--- src/rtl/dmem_portb_reader_if.sv ---
// Bus bundle for the DMEM port-B read engine: command, memory port and output stream.
// The slave modport is the engine; master is the host/memory/consumer side.
interface dmem_portb_reader_if #(
   parameter int AW = 8,
   parameter int DW = 64
);
   logic          start;
   logic [AW-1:0] base_addr;
   logic [AW:0]   word_count;
   logic          abort;
   logic [AW-1:0] addrb;
   logic [DW-1:0] doutb;
   logic          out_valid;
   logic [DW-1:0] out_data;
   logic          out_last;
   logic          out_ready;
   logic          busy;
   logic          done;

   modport master (
      output start, base_addr, word_count, abort, doutb, out_ready,
      input  addrb, out_valid, out_data, out_last, busy, done
   );

   modport slave (
      input  start, base_addr, word_count, abort, doutb, out_ready,
      output addrb, out_valid, out_data, out_last, busy, done
   );
endinterface

--- src/rtl/dmem_portb_reader.sv ---
// Streams a block of DMEM words out of port B over valid/ready, hiding the read latency
// with a small tagged in-flight pipeline and an (RD_LAT+1)-entry output buffer.
module dmem_portb_reader #(
   parameter int AW     = 8,
   parameter int DW     = 64,
   parameter int RD_LAT = 1
) (
   input logic                   clk,
   input logic                   rst,
   dmem_portb_reader_if.slave    bus
);
   localparam int D  = RD_LAT + 1;
   localparam int PW = $clog2(D);
   localparam int CW = $clog2(D + 1);

   typedef enum logic [1:0] {IDLE, READ, DRAIN, DONE} state_t;

   state_t            state;
   logic [RD_LAT-1:0] tag_v;
   logic [RD_LAT-1:0] tag_last;
   logic [RD_LAT-1:0] tag_v_next;
   logic [DW-1:0]     buf_data [D];
   logic [D-1:0]      buf_last;
   logic [PW-1:0]     rd_ptr;
   logic [PW-1:0]     wr_ptr;
   logic [CW-1:0]     count;
   logic [CW-1:0]     in_flight;
   logic [AW:0]       issue_left;
   logic              pop;
   logic              capture;
   logic              issue;
   logic              flush;
   logic              drained;
   logic              last_issue;

   function automatic logic [PW-1:0] wrap_inc(input logic [PW-1:0] p);
      return (int'(p) == D - 1) ? '0 : p + PW'(1);
   endfunction

   always_comb begin
      in_flight = '0;
      for (int i = 0; i < RD_LAT; i++) in_flight = in_flight + CW'(tag_v[i]);
   end

   assign pop        = bus.out_valid && bus.out_ready;
   assign capture    = tag_v[RD_LAT-1];
   assign flush      = bus.abort && (state == READ || state == DRAIN);
   // A pop on this same edge frees a slot, which is what sustains one word per cycle.
   assign issue      = (state == READ) && !bus.abort &&
                       (int'(count) + int'(in_flight) < D + int'(pop));
   assign last_issue = issue && (issue_left == (AW+1)'(1));
   assign tag_v_next = (tag_v << 1) | RD_LAT'(issue);
   assign drained    = (tag_v_next == '0) &&
                       (int'(count) + int'(capture) - int'(pop) == 0);

   assign bus.out_valid = (count != '0);
   assign bus.out_data  = buf_data[rd_ptr];
   assign bus.out_last  = bus.out_valid && buf_last[rd_ptr];

   always_ff @(posedge clk or posedge rst) begin
      if (rst) begin
         tag_v    <= '0;
         tag_last <= '0;
         buf_last <= '0;
         rd_ptr   <= '0;
         wr_ptr   <= '0;
         count    <= '0;
         for (int i = 0; i < D; i++) buf_data[i] <= '0;
      end else if (flush) begin
         tag_v    <= '0;
         tag_last <= '0;
         rd_ptr   <= '0;
         wr_ptr   <= '0;
         count    <= '0;
      end else begin
         tag_v    <= tag_v_next;
         tag_last <= (tag_last << 1) | RD_LAT'(last_issue);
         if (capture) begin
            buf_data[wr_ptr] <= bus.doutb;
            buf_last[wr_ptr] <= tag_last[RD_LAT-1];
            wr_ptr           <= wrap_inc(wr_ptr);
         end
         if (pop) rd_ptr <= wrap_inc(rd_ptr);
         if (capture && !pop)      count <= count + CW'(1);
         else if (!capture && pop) count <= count - CW'(1);
      end
   end

   always_ff @(posedge clk or posedge rst) begin
      if (rst) begin
         state      <= IDLE;
         bus.addrb  <= '0;
         issue_left <= '0;
         bus.busy   <= 1'b0;
         bus.done   <= 1'b0;
      end else begin
         case (state)
            IDLE: begin
               bus.done <= 1'b0;
               if (bus.start) begin
                  bus.addrb  <= bus.base_addr;
                  issue_left <= bus.word_count;
                  if (bus.word_count == '0) begin
                     state    <= DONE;
                     bus.done <= 1'b1;
                  end else begin
                     state    <= READ;
                     bus.busy <= 1'b1;
                  end
               end
            end
            READ: begin
               if (bus.abort) begin
                  state    <= DONE;
                  bus.busy <= 1'b0;
                  bus.done <= 1'b1;
               end else if (issue) begin
                  bus.addrb  <= bus.addrb + AW'(1);
                  issue_left <= issue_left - (AW+1)'(1);
                  if (last_issue) state <= DRAIN;
               end
            end
            DRAIN: begin
               if (bus.abort || drained) begin
                  state    <= DONE;
                  bus.busy <= 1'b0;
                  bus.done <= 1'b1;
               end
            end
            DONE: begin
               state    <= IDLE;
               bus.done <= 1'b0;
            end
            default: state <= IDLE;
         endcase
      end
   end
endmodule
--- src/flat_wrapper.sv ---
// flat-port wrapper written by rule: the top's interface ports become plain ports
module dmem_portb_reader_flat 
#(
   parameter int AW     = 8,
   parameter int DW     = 64,
   parameter int RD_LAT = 1
)
  (clk, rst, bus_start, bus_base_addr, bus_word_count, bus_abort, bus_doutb, bus_out_ready, bus_addrb, bus_out_valid, bus_out_data, bus_out_last, bus_busy, bus_done);
  dmem_portb_reader_if #(.AW(AW), .DW(DW)) bus_i ();
  input logic clk;
  input logic rst;
  input wire logic [$bits(bus_i.start)-1:0] bus_start;
  input wire logic [$bits(bus_i.base_addr)-1:0] bus_base_addr;
  input wire logic [$bits(bus_i.word_count)-1:0] bus_word_count;
  input wire logic [$bits(bus_i.abort)-1:0] bus_abort;
  input wire logic [$bits(bus_i.doutb)-1:0] bus_doutb;
  input wire logic [$bits(bus_i.out_ready)-1:0] bus_out_ready;
  output wire logic [$bits(bus_i.addrb)-1:0] bus_addrb;
  output wire logic [$bits(bus_i.out_valid)-1:0] bus_out_valid;
  output wire logic [$bits(bus_i.out_data)-1:0] bus_out_data;
  output wire logic [$bits(bus_i.out_last)-1:0] bus_out_last;
  output wire logic [$bits(bus_i.busy)-1:0] bus_busy;
  output wire logic [$bits(bus_i.done)-1:0] bus_done;
  assign bus_i.start = bus_start;
  assign bus_i.base_addr = bus_base_addr;
  assign bus_i.word_count = bus_word_count;
  assign bus_i.abort = bus_abort;
  assign bus_i.doutb = bus_doutb;
  assign bus_i.out_ready = bus_out_ready;
  assign bus_addrb = bus_i.addrb;
  assign bus_out_valid = bus_i.out_valid;
  assign bus_out_data = bus_i.out_data;
  assign bus_out_last = bus_i.out_last;
  assign bus_busy = bus_i.busy;
  assign bus_done = bus_i.done;
  dmem_portb_reader #(.AW(AW), .DW(DW), .RD_LAT(RD_LAT)) u_core (.clk(clk), .rst(rst), .bus(bus_i));
endmodule
--- config.mk ---
export PLATFORM = sky130hd
export DESIGN_NAME = dmem_portb_reader_flat
export DESIGN_NICKNAME = d
export VERILOG_FILES = /design/src/rtl/dmem_portb_reader_if.sv /design/src/rtl/dmem_portb_reader.sv /design/src/flat_wrapper.sv
export SDC_FILE = /design/constraint.sdc
export NUM_CORES = 1
export LEC_CHECK = 0
export ABC_AREA = 0
export ABC_CLOCK_PERIOD_IN_PS = 6190
export CAP_MARGIN = 20
export CORE_MARGIN = 3
export CORE_UTILIZATION = 35
export CTS_BUF_LIST = sky130_fd_sc_hd__clkbuf_8 sky130_fd_sc_hd__clkbuf_16
export CTS_CLUSTER_DIAMETER = 30
export DETAILED_ROUTE_END_ITERATION = 6
export HOLD_SLACK_MARGIN = 0.05
export PLACE_DENSITY = 0.65
export SLEW_MARGIN = 20
export SYNTH_ARGS = -nofsm -noshare
export SYNTH_HDL_FRONTEND = slang
export SYNTH_SLANG_ARGS = --single-unit
--- constraint.sdc ---
create_clock -name clk -period 6.19 [get_ports clk]
set_clock_uncertainty 0.15 [all_clocks]
set_input_delay 1.238 -clock clk [delete_from_list [all_inputs] [get_ports clk]]
set_output_delay 1.238 -clock clk [all_outputs]
set_load 0.1 [all_outputs]
---- After elaboration in Yosys (flattened, before gate mapping) ----
Index checks and enable logic that the tools add are counted.
Widths: inputs -> output; s select.
word-level totals
  flip-flop bits (word level) ............. 157
  output and inout port bits .............. 76
cells by class
  add/sub/neg operators ................... 9
  $lt $le $gt $ge ......................... 7
  equality and inequality tests ........... 12
  multiplexer cells ....................... 47
  bitwise logic cells ..................... 4
  reduce and logical (&&, ||, !) cells .... 30
operators with widths
  kind                 count
  $mux 64              4
  $bwmux 128           1
  $demux 64 s1         1
  $logic_not 32->1     1
  $lt 32x32->1         1
  $sub 32x2->32        1
  $mux 9               3
  $mux 8               3
  $mux 1               19
  $mux 2               9
  $pmux 9 s2           1
  $pmux 8 s2           1
  $logic_and 1x1->1    11
  $ne 2x2->1 const B   5
  $eq 9x1->1 const B   1
  $logic_not 9->1      1
  $sub 9x1->9 const B  1
  $add 8x1->8 const B  1
  $pmux 2 s4           1
  $reduce_and 4->1     2
  $reduce_bool 2->1    4
  $ne 3x2->1 const B   2
  $reduce_bool 3->1    2
  $reduce_and 5->1     1
  other kinds (22)     32

---- Logic depth before layout (Yosys ltp) ----
  word-level depth ........................ 10
  mapped depth ............................ 14
  gate-level depth less buffers ........... 12

---- Least setup slack after synthesis ----
Ideal clock, no wire load.
  kind .................................... register to output
  start point ............................. register u_core.rd_ptr
  end point ............................... output bus_out_last
  arrival ................................. 2.252 ns
  slack ................................... 2.550 ns
  stages on the path, launching flop included .. 5
  cell sequence ........................... dfrtp_1 > clkbuf_1 > buf_2 > mux2i_1 > nor2_1
on the way
  cells in the longest elaborated chain, start to end .. 3
ends and longest elaborated chain
  element                                     RTL line                 text
  start: declaration                          dmem_portb_reader.sv:24  logic [PW-1:0] rd_ptr;
  start signal: assignment                    dmem_portb_reader.sv:83  if (pop) rd_ptr <= wrap_inc(rd_ptr);
  $mux 1 (not written as such) (2 in series)  dmem_portb_reader.sv:58  assign bus.out_last = bus.out_valid && buf_last[rd_ptr];
  $logic_and 1x1->1                           dmem_portb_reader.sv:58
  end: declaration                            flat_wrapper.sv:21       output wire logic [$bits(bus_i.out_last)-1:0] bus_out_last;
No other way between the ends. The select of a mux whose other input is x is not followed.

---- Worst setup path after layout ----
  start point ............................. register u_core.rd_ptr
  end point ............................... output bus_out_data[40]
on the way
  cells in the longest elaborated chain, start to end .. 4
ends and longest elaborated chain
  element                                      RTL line                 text
  $not 1->2 (not written as such)              dmem_portb_reader.sv:57  assign bus.out_data = buf_data[rd_ptr];
  $mux 64 (not written as such) (3 in series)  dmem_portb_reader.sv:57
  end: declaration                             flat_wrapper.sv:20       output wire logic [$bits(bus_i.out_data)-1:0] bus_out_data;
No other way between the ends. The select of a mux whose other input is x is not followed.

==> run metrics <==
pins over their slew limit=0; Mapped Cells=549; vias per inst=4.960; # diodes=0; Clk pin slew, worst setup/hold paths=0.07 ns; Mapped Area=7415 um2; largest family of logic cells by synthesized area=multiplexers; GRT Util Overall=14.54%; CTS Buffer Depth=2; delay-heaviest family, CP=buffers and inverters; CTS tree=built; worst skew pair latency=0.42 ns; Max-cap violations=0; Critical Path RT=4.80 ns; Cell Rows=52; synth cell count leaders=mux2_2, dfrtp_1, a21oi_1; number of buffers and inverters on the critical path=2; Slew Limit Headroom=32.17%; simple-gate share of the synthesized area=4.607%; H-tree depth=4; Starting Density=36.18%; Avg WL per Cell=16.62 um; Final Cycle Share=70.37%; register area share after synthesis=52.99%; overall routed net length=16450 um; Adder-Cell Fraction of Synth Area=2.970%; Die Span X=151.6 um; Iteration-0 DRC Markers=175; initial antenna violation count=0; top_reg_cell synth=dfrtp_1; Final Setup Violations=0; I/O Buffers=161; synth unique cells=42; xor and xnor fraction of the mapped netlist area=0.5906%; global placement routability congestion=0.8710; Core ar.=20490 um2; Mean Syn Cell Area=13.51 um2; hpwl dp=11110 um; Top Ports=162; fmax=0.2296 GHz; Hold-fix buffers, CTS=0; RSZ-0062 raised after global routing=no; Resized cells post-CTS=0; post-route minimum period=4.356 ns; TritonCTS buffer count=17; Post-DRT Antenna Nets=0; area grow syn2layout=33.06%; status=complete, no violations; CTS sink count=157; die area=22970 um2; pin count of the biggest net entering global routing=79; number of global-route vias before repair=5319; CP max stage cell=clkdlybuf4s50_1; Worst Tran Pin Value=1.014 ns; CP max stage delay=0.97 ns; Yosys top cell by area=dfrtp_1; first-pass GRT wire length=26390 um; ys async rst share=100.0%; Synth Area in Compound Gates=4.725%; layout cell share with drive strength beyond 1=34.17%; YS warnings=0; syn nets=652; critical path launch point type=flip-flop; count leader, synth=mux2_2; CTS Root Cell=clkbuf_16; worst-path fanout max=44; drt pass-1 iters=6; Arrival @ worst endpoint=2.97 ns; Layout fillers=1795; top cell type's share of synthesized area=52.99%; Setup CP Type=reg2out; register bit total from synthesis=157; Remaining DRCs=0; overall die height=151.6 um; mux contribution to synthesized area=30.73%; Post-CTS Setup Inserts=0; setup TNS=0 ns; final hold violations=0; main area contributors after synthesis=dfrtp_1, mux2_2, ha_1, a21oi_1, buf_4; CP cell instances=buf_4, mux2_2, clkdlybuf4s50_1; gr ovfl total=0; worst hold-check path type=reg2reg; Via Count=4910; type of element capturing the critical path=primary output; EDFF count, synth=0; layout net count=810
## stage by stage
step           worst slack, ns  hold slack (ns)  std cells  util, %  area [um2]
5_1_grt                  1.707           0.3636        990    48.14        9866
3_5_place_dp             1.723           0.3375        957    45.15        9253
3_3_place_gp             1.876           0.3309        957    45.15        9253
4_1_cts                  1.446           0.3547        989    47.99        9836
6_report                 1.834           0.3527        990    48.14        9866
2_1_floorplan           0.5671           0.3236        549        -        7415
## cell families (layout without fill, tap and decap cells)
kind of cell / after synthesis / in the layout
xor gates and xnor gates: 5 / 5
adders and majority gates: 17 / 17
DFF: 157 / 157
muxes: 203 / 203
and+or+nand+nor: 63 / 63
AOI/OAI and AO/OA: 59 / 59
buffers and inverters: 45 / 216
## sequential cells by signal (all words and copies together), names as in the netlist
name,count
u_core.rd_ptr,1
u_core.capture,1
u_core.bus.done,1
u_core.bus.busy,1
u_core.count,2
u_core.bus.addrb,8
u_core.wr_ptr,1
u_core.buf_last,2
u_core.tag_last,1
u_core.buf_data,128
u_core.state,2
u_core.issue_left,9
## cell type report
cell class / instances / area [um2] / share of cell area [%]
Clock buffer: 17 / 425.4 / 4.312
Timing Repair Buffer: 167 / 1689 / 17.12
Multi-Input combinational cell: 347 / 3254 / 32.99
Tap cell: 270 / 337.8 / 3.424
Inverter: 17 / 68.82 / 0.6975
Sequential cell: 157 / 3933 / 39.86
Clock inverter: 15 / 157.7 / 1.598
## cells in the final DEF (no fill, tap or decap), drive strengths merged, types with 16 or more instances in the layout
master	synthesis	routed
a21oi	20	20
nand2	18	18
ha	16	16
dfrtp	157	157
o21ai	19	19
mux2	197	197
clkbuf	4	17
inv	16	23
clkdlybuf4s50	0	161
## worst paths after layout
check | start | endpoint | slack [ns] | depth (start not counted)
setup reg to reg | u_core.capture$_DFF_PP0_ | u_core.issue_left[4]$_DFFE_PP0P_ | 2.72 | 10
setup / recovery | u_core.rd_ptr$_DFFE_PP0P_ | bus_out_data[40] | 1.83 | 3
hold / removal | u_core.buf_data[64]$_DFFE_PP0P_ | u_core.buf_data[64]$_DFFE_PP0P_ | 0.35 | 1
hold reg to reg | u_core.buf_data[64]$_DFFE_PP0P_ | u_core.buf_data[64]$_DFFE_PP0P_ | 0.35 | 1
min in group asynchronous | rst | u_core.buf_data[102]$_DFFE_PP0P_ | 1.18 | 2
max in group asynchronous | rst | u_core.buf_data[125]$_DFFE_PP0P_ | 3.63 | 3
## metal layers
metal,GRT usage (%),wire [um]
met5,0,0
met4,4.223,218
met3,4.134,850
met2,24.21,8130
met1,18.51,7252
Power is left out: the tool's default activity adds up to more than one toggle a clock period on the data nets, which glitch-free logic cannot reach.
